===== src/rtl/pixel_ctrl_pkg.sv =====
// Shared types and constants for the 4-pixel array frame sequencer.
package pixel_ctrl_pkg;

  localparam int NUM_PIXELS = 4;
  localparam int PIX_IDX_W  = 2;
  localparam int TIMER_W    = 16;

  typedef enum logic [2:0] {
    ST_IDLE,
    ST_ERASE,
    ST_EXPOSE,
    ST_CONVERT,
    ST_TURN,
    ST_READ,
    ST_WAIT,
    ST_DONE
  } state_e;

  function automatic logic [NUM_PIXELS-1:0] read_sel_onehot(input logic [PIX_IDX_W-1:0] sel);
    return NUM_PIXELS'(1) << sel;
  endfunction

endpackage


===== src/rtl/pixel_phase_timer.sv =====
// Loadable down-counter that times the ERASE, EXPOSE and READ settle phases.
// tc_o is high in the last cycle of a phase loaded with (duration - 1).
module pixel_phase_timer
  import pixel_ctrl_pkg::*;
#(
  parameter int W = TIMER_W
) (
  input  logic         clk_i,
  input  logic         reset_i,
  input  logic         load_i,
  input  logic [W-1:0] load_val_i,
  output logic         tc_o
);

  logic [W-1:0] cnt_q, cnt_d;

  always_comb begin
    cnt_d = cnt_q;
    if (load_i) begin
      cnt_d = load_val_i;
    end else if (cnt_q != '0) begin
      cnt_d = cnt_q - W'(1);
    end
  end

  always_ff @(posedge clk_i or posedge reset_i) begin
    if (reset_i) begin
      cnt_q <= '0;
    end else begin
      cnt_q <= cnt_d;
    end
  end

  assign tc_o = (cnt_q == '0);

endmodule


===== src/rtl/pixel_array_ctrl.sv =====
// Frame sequencer and readout master for the 4-pixel array: erase, expose,
// ramp conversion onto the DATA buses, then per-pixel readout onto a valid/ready stream.
module pixel_array_ctrl
  import pixel_ctrl_pkg::*;
#(
  parameter int ERASE_CYCLES  = 5,
  parameter int EXPOSE_CYCLES = 255,
  parameter int DATA_W        = 8,
  parameter int READ_SETTLE   = 2
) (
  input  logic                 clk_i,
  input  logic                 reset_i,
  input  logic                 frame_start_i,
  output logic                 busy_o,
  output logic                 erase_o,
  output logic                 expose_o,
  output logic                 ramp_en_o,
  output logic                 read1_o,
  output logic                 read2_o,
  output logic                 read3_o,
  output logic                 read4_o,
  output logic [DATA_W-1:0]    cnt_o,
  output logic                 data_oe_o,
  input  logic [DATA_W-1:0]    data1_i,
  input  logic [DATA_W-1:0]    data2_i,
  input  logic [DATA_W-1:0]    data3_i,
  input  logic [DATA_W-1:0]    data4_i,
  output logic [DATA_W-1:0]    pix_data_o,
  output logic [PIX_IDX_W-1:0] pix_idx_o,
  output logic                 pix_valid_o,
  input  logic                 pix_ready_i,
  output logic                 frame_done_o
);

  localparam logic [TIMER_W-1:0]   ERASE_LOAD  = TIMER_W'(ERASE_CYCLES - 1);
  localparam logic [TIMER_W-1:0]   EXPOSE_LOAD = TIMER_W'(EXPOSE_CYCLES - 1);
  localparam logic [TIMER_W-1:0]   SETTLE_LOAD = TIMER_W'(READ_SETTLE - 1);
  localparam logic [DATA_W-1:0]    CONV_LAST   = '1;
  localparam logic [PIX_IDX_W-1:0] LAST_PIX    = PIX_IDX_W'(NUM_PIXELS - 1);

  state_e                  state_q, state_d;
  logic [PIX_IDX_W-1:0]    sel_q, sel_d;
  logic [DATA_W-1:0]       conv_q, conv_d;
  logic [DATA_W-1:0]       pix_data_q, pix_data_d;
  logic [PIX_IDX_W-1:0]    pix_idx_q, pix_idx_d;
  logic                    pix_valid_q, pix_valid_d;

  logic                    busy_q, erase_q, expose_q, ramp_q, oe_q, done_q;
  logic [NUM_PIXELS-1:0]   read_q;

  logic                    tmr_load;
  logic [TIMER_W-1:0]      tmr_val;
  logic                    tmr_tc;

  logic [DATA_W-1:0]       sense [NUM_PIXELS];

  assign sense[0] = data1_i;
  assign sense[1] = data2_i;
  assign sense[2] = data3_i;
  assign sense[3] = data4_i;

  pixel_phase_timer #(
    .W (TIMER_W)
  ) u_timer (
    .clk_i      (clk_i),
    .reset_i    (reset_i),
    .load_i     (tmr_load),
    .load_val_i (tmr_val),
    .tc_o       (tmr_tc)
  );

  // Every output is a register fed from the next state, so the control
  // pins change exactly on the edge that enters each phase.
  always_comb begin
    state_d     = state_q;
    sel_d       = sel_q;
    conv_d      = conv_q;
    pix_data_d  = pix_data_q;
    pix_idx_d   = pix_idx_q;
    pix_valid_d = pix_valid_q;
    tmr_load    = 1'b0;
    tmr_val     = '0;

    case (state_q)
      ST_IDLE: begin
        if (frame_start_i) begin
          state_d  = ST_ERASE;
          tmr_load = 1'b1;
          tmr_val  = ERASE_LOAD;
        end
      end
      ST_ERASE: begin
        if (tmr_tc) begin
          state_d  = ST_EXPOSE;
          tmr_load = 1'b1;
          tmr_val  = EXPOSE_LOAD;
        end
      end
      ST_EXPOSE: begin
        if (tmr_tc) begin
          state_d = ST_CONVERT;
          conv_d  = '0;
        end
      end
      ST_CONVERT: begin
        if (conv_q == CONV_LAST) begin
          state_d = ST_TURN;
          conv_d  = '0;
        end else begin
          conv_d = conv_q + DATA_W'(1);
        end
      end
      ST_TURN: begin
        state_d  = ST_READ;
        sel_d    = '0;
        tmr_load = 1'b1;
        tmr_val  = SETTLE_LOAD;
      end
      ST_READ: begin
        if (tmr_tc) begin
          state_d     = ST_WAIT;
          pix_data_d  = sense[sel_q];
          pix_idx_d   = sel_q;
          pix_valid_d = 1'b1;
        end
      end
      ST_WAIT: begin
        if (pix_ready_i) begin
          pix_valid_d = 1'b0;
          if (sel_q == LAST_PIX) begin
            state_d = ST_DONE;
          end else begin
            state_d  = ST_READ;
            sel_d    = sel_q + PIX_IDX_W'(1);
            tmr_load = 1'b1;
            tmr_val  = SETTLE_LOAD;
          end
        end
      end
      ST_DONE: begin
        state_d = ST_IDLE;
      end
      default: begin
        state_d = ST_IDLE;
      end
    endcase
  end

  always_ff @(posedge clk_i or posedge reset_i) begin
    if (reset_i) begin
      state_q     <= ST_IDLE;
      sel_q       <= '0;
      conv_q      <= '0;
      pix_data_q  <= '0;
      pix_idx_q   <= '0;
      pix_valid_q <= 1'b0;
    end else begin
      state_q     <= state_d;
      sel_q       <= sel_d;
      conv_q      <= conv_d;
      pix_data_q  <= pix_data_d;
      pix_idx_q   <= pix_idx_d;
      pix_valid_q <= pix_valid_d;
    end
  end

  // A READn line stays up through WAIT so the pixel keeps driving its bus
  // until the host takes the code.
  always_ff @(posedge clk_i or posedge reset_i) begin
    if (reset_i) begin
      busy_q   <= 1'b0;
      erase_q  <= 1'b0;
      expose_q <= 1'b0;
      ramp_q   <= 1'b0;
      oe_q     <= 1'b0;
      done_q   <= 1'b0;
      read_q   <= '0;
    end else begin
      busy_q   <= (state_d != ST_IDLE);
      erase_q  <= (state_d == ST_ERASE);
      expose_q <= (state_d == ST_EXPOSE);
      ramp_q   <= (state_d == ST_CONVERT);
      oe_q     <= (state_d == ST_CONVERT);
      done_q   <= (state_d == ST_DONE);
      read_q   <= ((state_d == ST_READ) || (state_d == ST_WAIT)) ? read_sel_onehot(sel_d) : '0;
    end
  end

  assign busy_o       = busy_q;
  assign erase_o      = erase_q;
  assign expose_o     = expose_q;
  assign ramp_en_o    = ramp_q;
  assign data_oe_o    = oe_q;
  assign cnt_o        = conv_q;
  assign read1_o      = read_q[0];
  assign read2_o      = read_q[1];
  assign read3_o      = read_q[2];
  assign read4_o      = read_q[3];
  assign pix_data_o   = pix_data_q;
  assign pix_idx_o    = pix_idx_q;
  assign pix_valid_o  = pix_valid_q;
  assign frame_done_o = done_q;

endmodule


===== config.mk =====
export PLATFORM = sky130hd
export DESIGN_NAME = pixel_array_ctrl
export DESIGN_NICKNAME = d
export VERILOG_FILES = /design/src/rtl/pixel_ctrl_pkg.sv /design/src/rtl/pixel_phase_timer.sv /design/src/rtl/pixel_array_ctrl.sv
export SDC_FILE = /design/constraint.sdc
export NUM_CORES = 1
export LEC_CHECK = 0
export CORE_ASPECT_RATIO = 0.9
export CORE_MARGIN = 2
export CORE_UTILIZATION = 53
export CTS_BUF_LIST = sky130_fd_sc_hd__clkbuf_2 sky130_fd_sc_hd__clkbuf_4 sky130_fd_sc_hd__clkbuf_8
export CTS_CLUSTER_DIAMETER = 60
export DETAILED_ROUTE_END_ITERATION = 6
export DONT_BUFFER_PORTS = 1
export PLACE_DENSITY = 0.66
export SETUP_SLACK_MARGIN = 0.02
export SLEW_MARGIN = 20
export SYNTH_ARGS = -nofsm -noshare
export SYNTH_HDL_FRONTEND = slang
export SYNTH_SLANG_ARGS = --single-unit

===== constraint.sdc =====
create_clock -name clk_i -period 3.5 [get_ports clk_i]
set_input_delay 1.05 -clock clk_i [delete_from_list [all_inputs] [get_ports clk_i]]
set_output_delay 1.05 -clock clk_i [all_outputs]
set_load 0.005 [all_outputs]

==> results_dict.tcl <==
set metrics [dict create \
    timing.slew.headroom 0.439 \
    seqPwrFrac 0.585 \
    clockBufferDepth 2 \
    combinationalPowerShare 0.135 \
    power_switching_share 0.278 \
    detailedPlace.worstSlack_ps 756 \
    clock_sinks 49 \
    fillCellCount 419 \
    synth-edff-count 0 \
    post-cts-setup-buffer-count 0 \
    synth_area_per_cell_um2 10.4 \
    synthesis.area_um2 2650 \
    tritoncts.num_buffers 5 \
    route.detailed.drc 0 \
    h_tree_levels 2 \
    ys_seq_elements 49 \
    final.period_utilization 0.778 \
    area.sequential_um2 1230 \
    routed_wl_mm 5.15 \
    worst_setup_path_startpoint "u_timer.cnt_q[0]" \
    final_cells 316 \
    max_clock_freq_mhz 367 \
    route.vias.total 1885 \
    p_per_area_nw_per_um2 437 \
    critical_path_peak_fanout 10 \
    die_height_um 71.1 \
    die_width_um 78.6 \
    grt_antenna_before_repair 0 \
    die_area_um2 5590 \
    fin_crit_ps 2720 \
    area_growth_syn_to_layout_pct 4.62 \
    post_cts_hold_buffer_count 0 \
    p_int_w 0.000876 \
    port_buffers 0 \
    ys_dominant_reg_cell "sky130_fd_sc_hd__dfrtp_1" \
    tritoncts "built" \
    syn_nets 292 \
    synth_sequential_area_ratio 0.462 \
    critPathRequiredTime_ps 3680 \
    rows 24 \
    timing.critical_path.from_type "register" \
    actual_slew_at_the_worst_max_slew_pin_ps 841 \
    dp_hpwl_mm 3.63 \
    drt_pre_antenna_iters 4 \
    fin_setup_tns_ps 0 \
    clkLatencyLatePin_ps 300 \
    timing_hold_violations_final 0 \
    cts.reportedPaths.clkPinSlew_ps 80 \
    criticalPathCategory "reg -> reg" \
    grt_overflow_total 0 \
    placer_s_final_routability_congestion_estimate 0.799 \
    cp_slowest_stage_delay_ps 530 \
    cpLargestDelayFamily "simple AND/OR/NAND/NOR gates" \
    synth-async-reset-ratio 1.00 \
    layout-drive-gt1-share 0.143 \
    number_of_global_route_vias_before_repair 1759 \
    timing.max_cap.violations 0 \
    post_synth_inst_count 254 \
    p_switching_w 0.000338 \
    yosysWarningCount 0 \
    grt_pass1_wl_mm 8.68 \
    grt_setup_unrepaired "false" \
    static_leakage_nw 1.15 \
    worst_slack_ps 778 \
    grtUsageTotal 0.197 \
    coreArea_um2 4830 \
    crit_path_top_delay_cell "sky130_fd_sc_hd__or3b_2" \
    power.clock.fraction 0.280 \
    numPlacedInstances 309 \
    timing.critical_path.to_type "register" \
    detail-route-antenna-nets 0 \
    r2r_start "u_timer.cnt_q[0]" \
    initial_core_util 0.549 \
    cts_resized 0 \
    route.detailed.vias_per_inst 5.97 \
    largest_net_degree_at_the_start_of_global_routing 50 \
    count_of_inserted_antenna_diode_cells 0 \
    mostFrequentLayoutCells "sky130_fd_sc_hd__dfrtp_1 (49), sky130_fd_sc_hd__o21ai_0 (23), sky130_fd_sc_hd__nor2_1 (20), sky130_fd_sc_hd__nand2_1 (19), sky130_fd_sc_hd__a21oi_1 (13)" \
    result_of_the_run "finished clean" \
    min_path_type "reg -> reg" \
    most_common_library_cell_in_the_layout_ignoring_fill_and_taps "sky130_fd_sc_hd__dfrtp_1" \
    critPathBufInv 2 \
    cts_root_buffer "sky130_fd_sc_hd__clkbuf_8" \
    setup_viol_count_final 0 \
    crit_path_cell_trace "inv_1 -> ha_1 -> or3b_2 -> nor4_1 -> buf_4 -> nand4b_1 -> mux2_2" \
    fin_worst_skew_ps 6.50 \
    multi_input_comb_area_um2 1330 \
    worst_ir_drop_vdd_mv 0.258 \
    io-pin-count 65 \
    route.detailed.wl_per_inst_um 16.3 \
    holdCritStartpoint "cnt_o[7]" \
    post_synth_num_cell_types 51 \
    cp_data_arrival_time_ps 2900 \
    first_iter_violations 146 \
    slew_violations 0 \
    finalNetCount 289 \
]
## worst reg2reg max path, stage by stage (launching register included)
cell and delay [ps]:
sky130_fd_sc_hd__dfrtp_1 420, sky130_fd_sc_hd__inv_1 70, sky130_fd_sc_hd__ha_1 180, sky130_fd_sc_hd__or3b_2 530, sky130_fd_sc_hd__nor4_1 300, sky130_fd_sc_hd__buf_4 180
sky130_fd_sc_hd__nand4b_1 460, sky130_fd_sc_hd__mux2_2 460
## cells by family after synthesis
| logic type | synth area share |
|---|---|
| AO/OA/AOI/OAI | 0.141 |
| buffers and inverters | 0.0358 |
| XOR/XNOR | 0.0396 |
| flip-flops | 0.462 |
| AND/OR/NAND/NOR | 0.184 |
| multiplexers | 0.128 |
| adder cells (fa/ha/maj) | 0.00943 |
## synth_stat cells (all sizes together), types with 2 or more instances
master  count  area share
a21boi      4       0.013
a21o        3      0.0085
a21oi      13       0.025
a31oi       3      0.0071
and2        2      0.0047
and3        2      0.0047
and4        2      0.0066
buf         4       0.013
clkbuf      8       0.011
dfrtp      49        0.46
ha          2      0.0094
inv         8       0.011
mux2       12       0.052
mux2i       2      0.0075
mux4        8       0.068
nand2      19       0.027
nand2b      2      0.0047
nand3      11       0.021
nand3b      2      0.0057
nand4b      2      0.0066
nor2       20       0.028
nor2b       5       0.012
nor3        4      0.0075
nor3b       4       0.011
nor4        6       0.014
o21ai      24       0.045
o32ai       2      0.0066
or4         5       0.016
xnor2       5       0.017
xor2        7       0.023
## routing by layer
layer	vias up	routed length, um	track usage
li1	926	-	-
met1	905	2600	0.297
met2	52	2200	0.274
met3	2	308	0.0561
met4	0	34	0.0702
met5	-	0	0
## power by group through the flow
stage	clock network, W	logic [W]	registers (W)
finish	0.000340	0.000163	0.000710
global route	0.000369	0.000192	0.000725
CTS	0.000350	0.000166	0.000710
detailed placement	0	0.000167	0.000719
global placement	0	0.000162	0.000720
floorplan	0	0.000162	0.000691
## cell type report
type | count | area share
clock buffers | 7 | 0.0325
repair buffers | 2 | 0.00541
well taps | 65 | 0.0293
multi-input cells | 185 | 0.480
flip-flops and latches | 49 | 0.442
inverters | 8 | 0.0113
## registers in the layout, summed over array words and instances (netlist names)
register,count
busy_o,1
frame_done_o,1
data_oe_o,1
pix_valid_o,1
pix_idx_o,2
erase_o,1
expose_o,1
cnt_o,8
u_timer.cnt_q,16
read_q,4
sel_q,2
state_q,3
pix_data_o,8
## per-stage QoR
step	instance area, um^2	hold slack, ps	total power, W	util
6_report	2780	527	0.00121	0.574
5_1_grt	2780	560	0.00129	0.574
4_1_cts	2770	524	0.00123	0.574
3_5_place_dp	2680	515	0.000886	0.555
3_3_place_gp	2680	518	0.000882	0.555
2_1_floorplan	2650	485	0.000853	-
## worst paths after layout
check	to	slack [ps]	cells past startpoint
min in group asynchronous	u_timer.cnt_q[4]	770	1
max	pix_data_o[2]	780	7
min	cnt_o[7]	530	1
max in group asynchronous	pix_data_o[7]	2230	1
max reg2reg	pix_data_o[2]	780	7
min reg2reg	cnt_o[7]	530	1
Power figures use the tool's default switching activity.
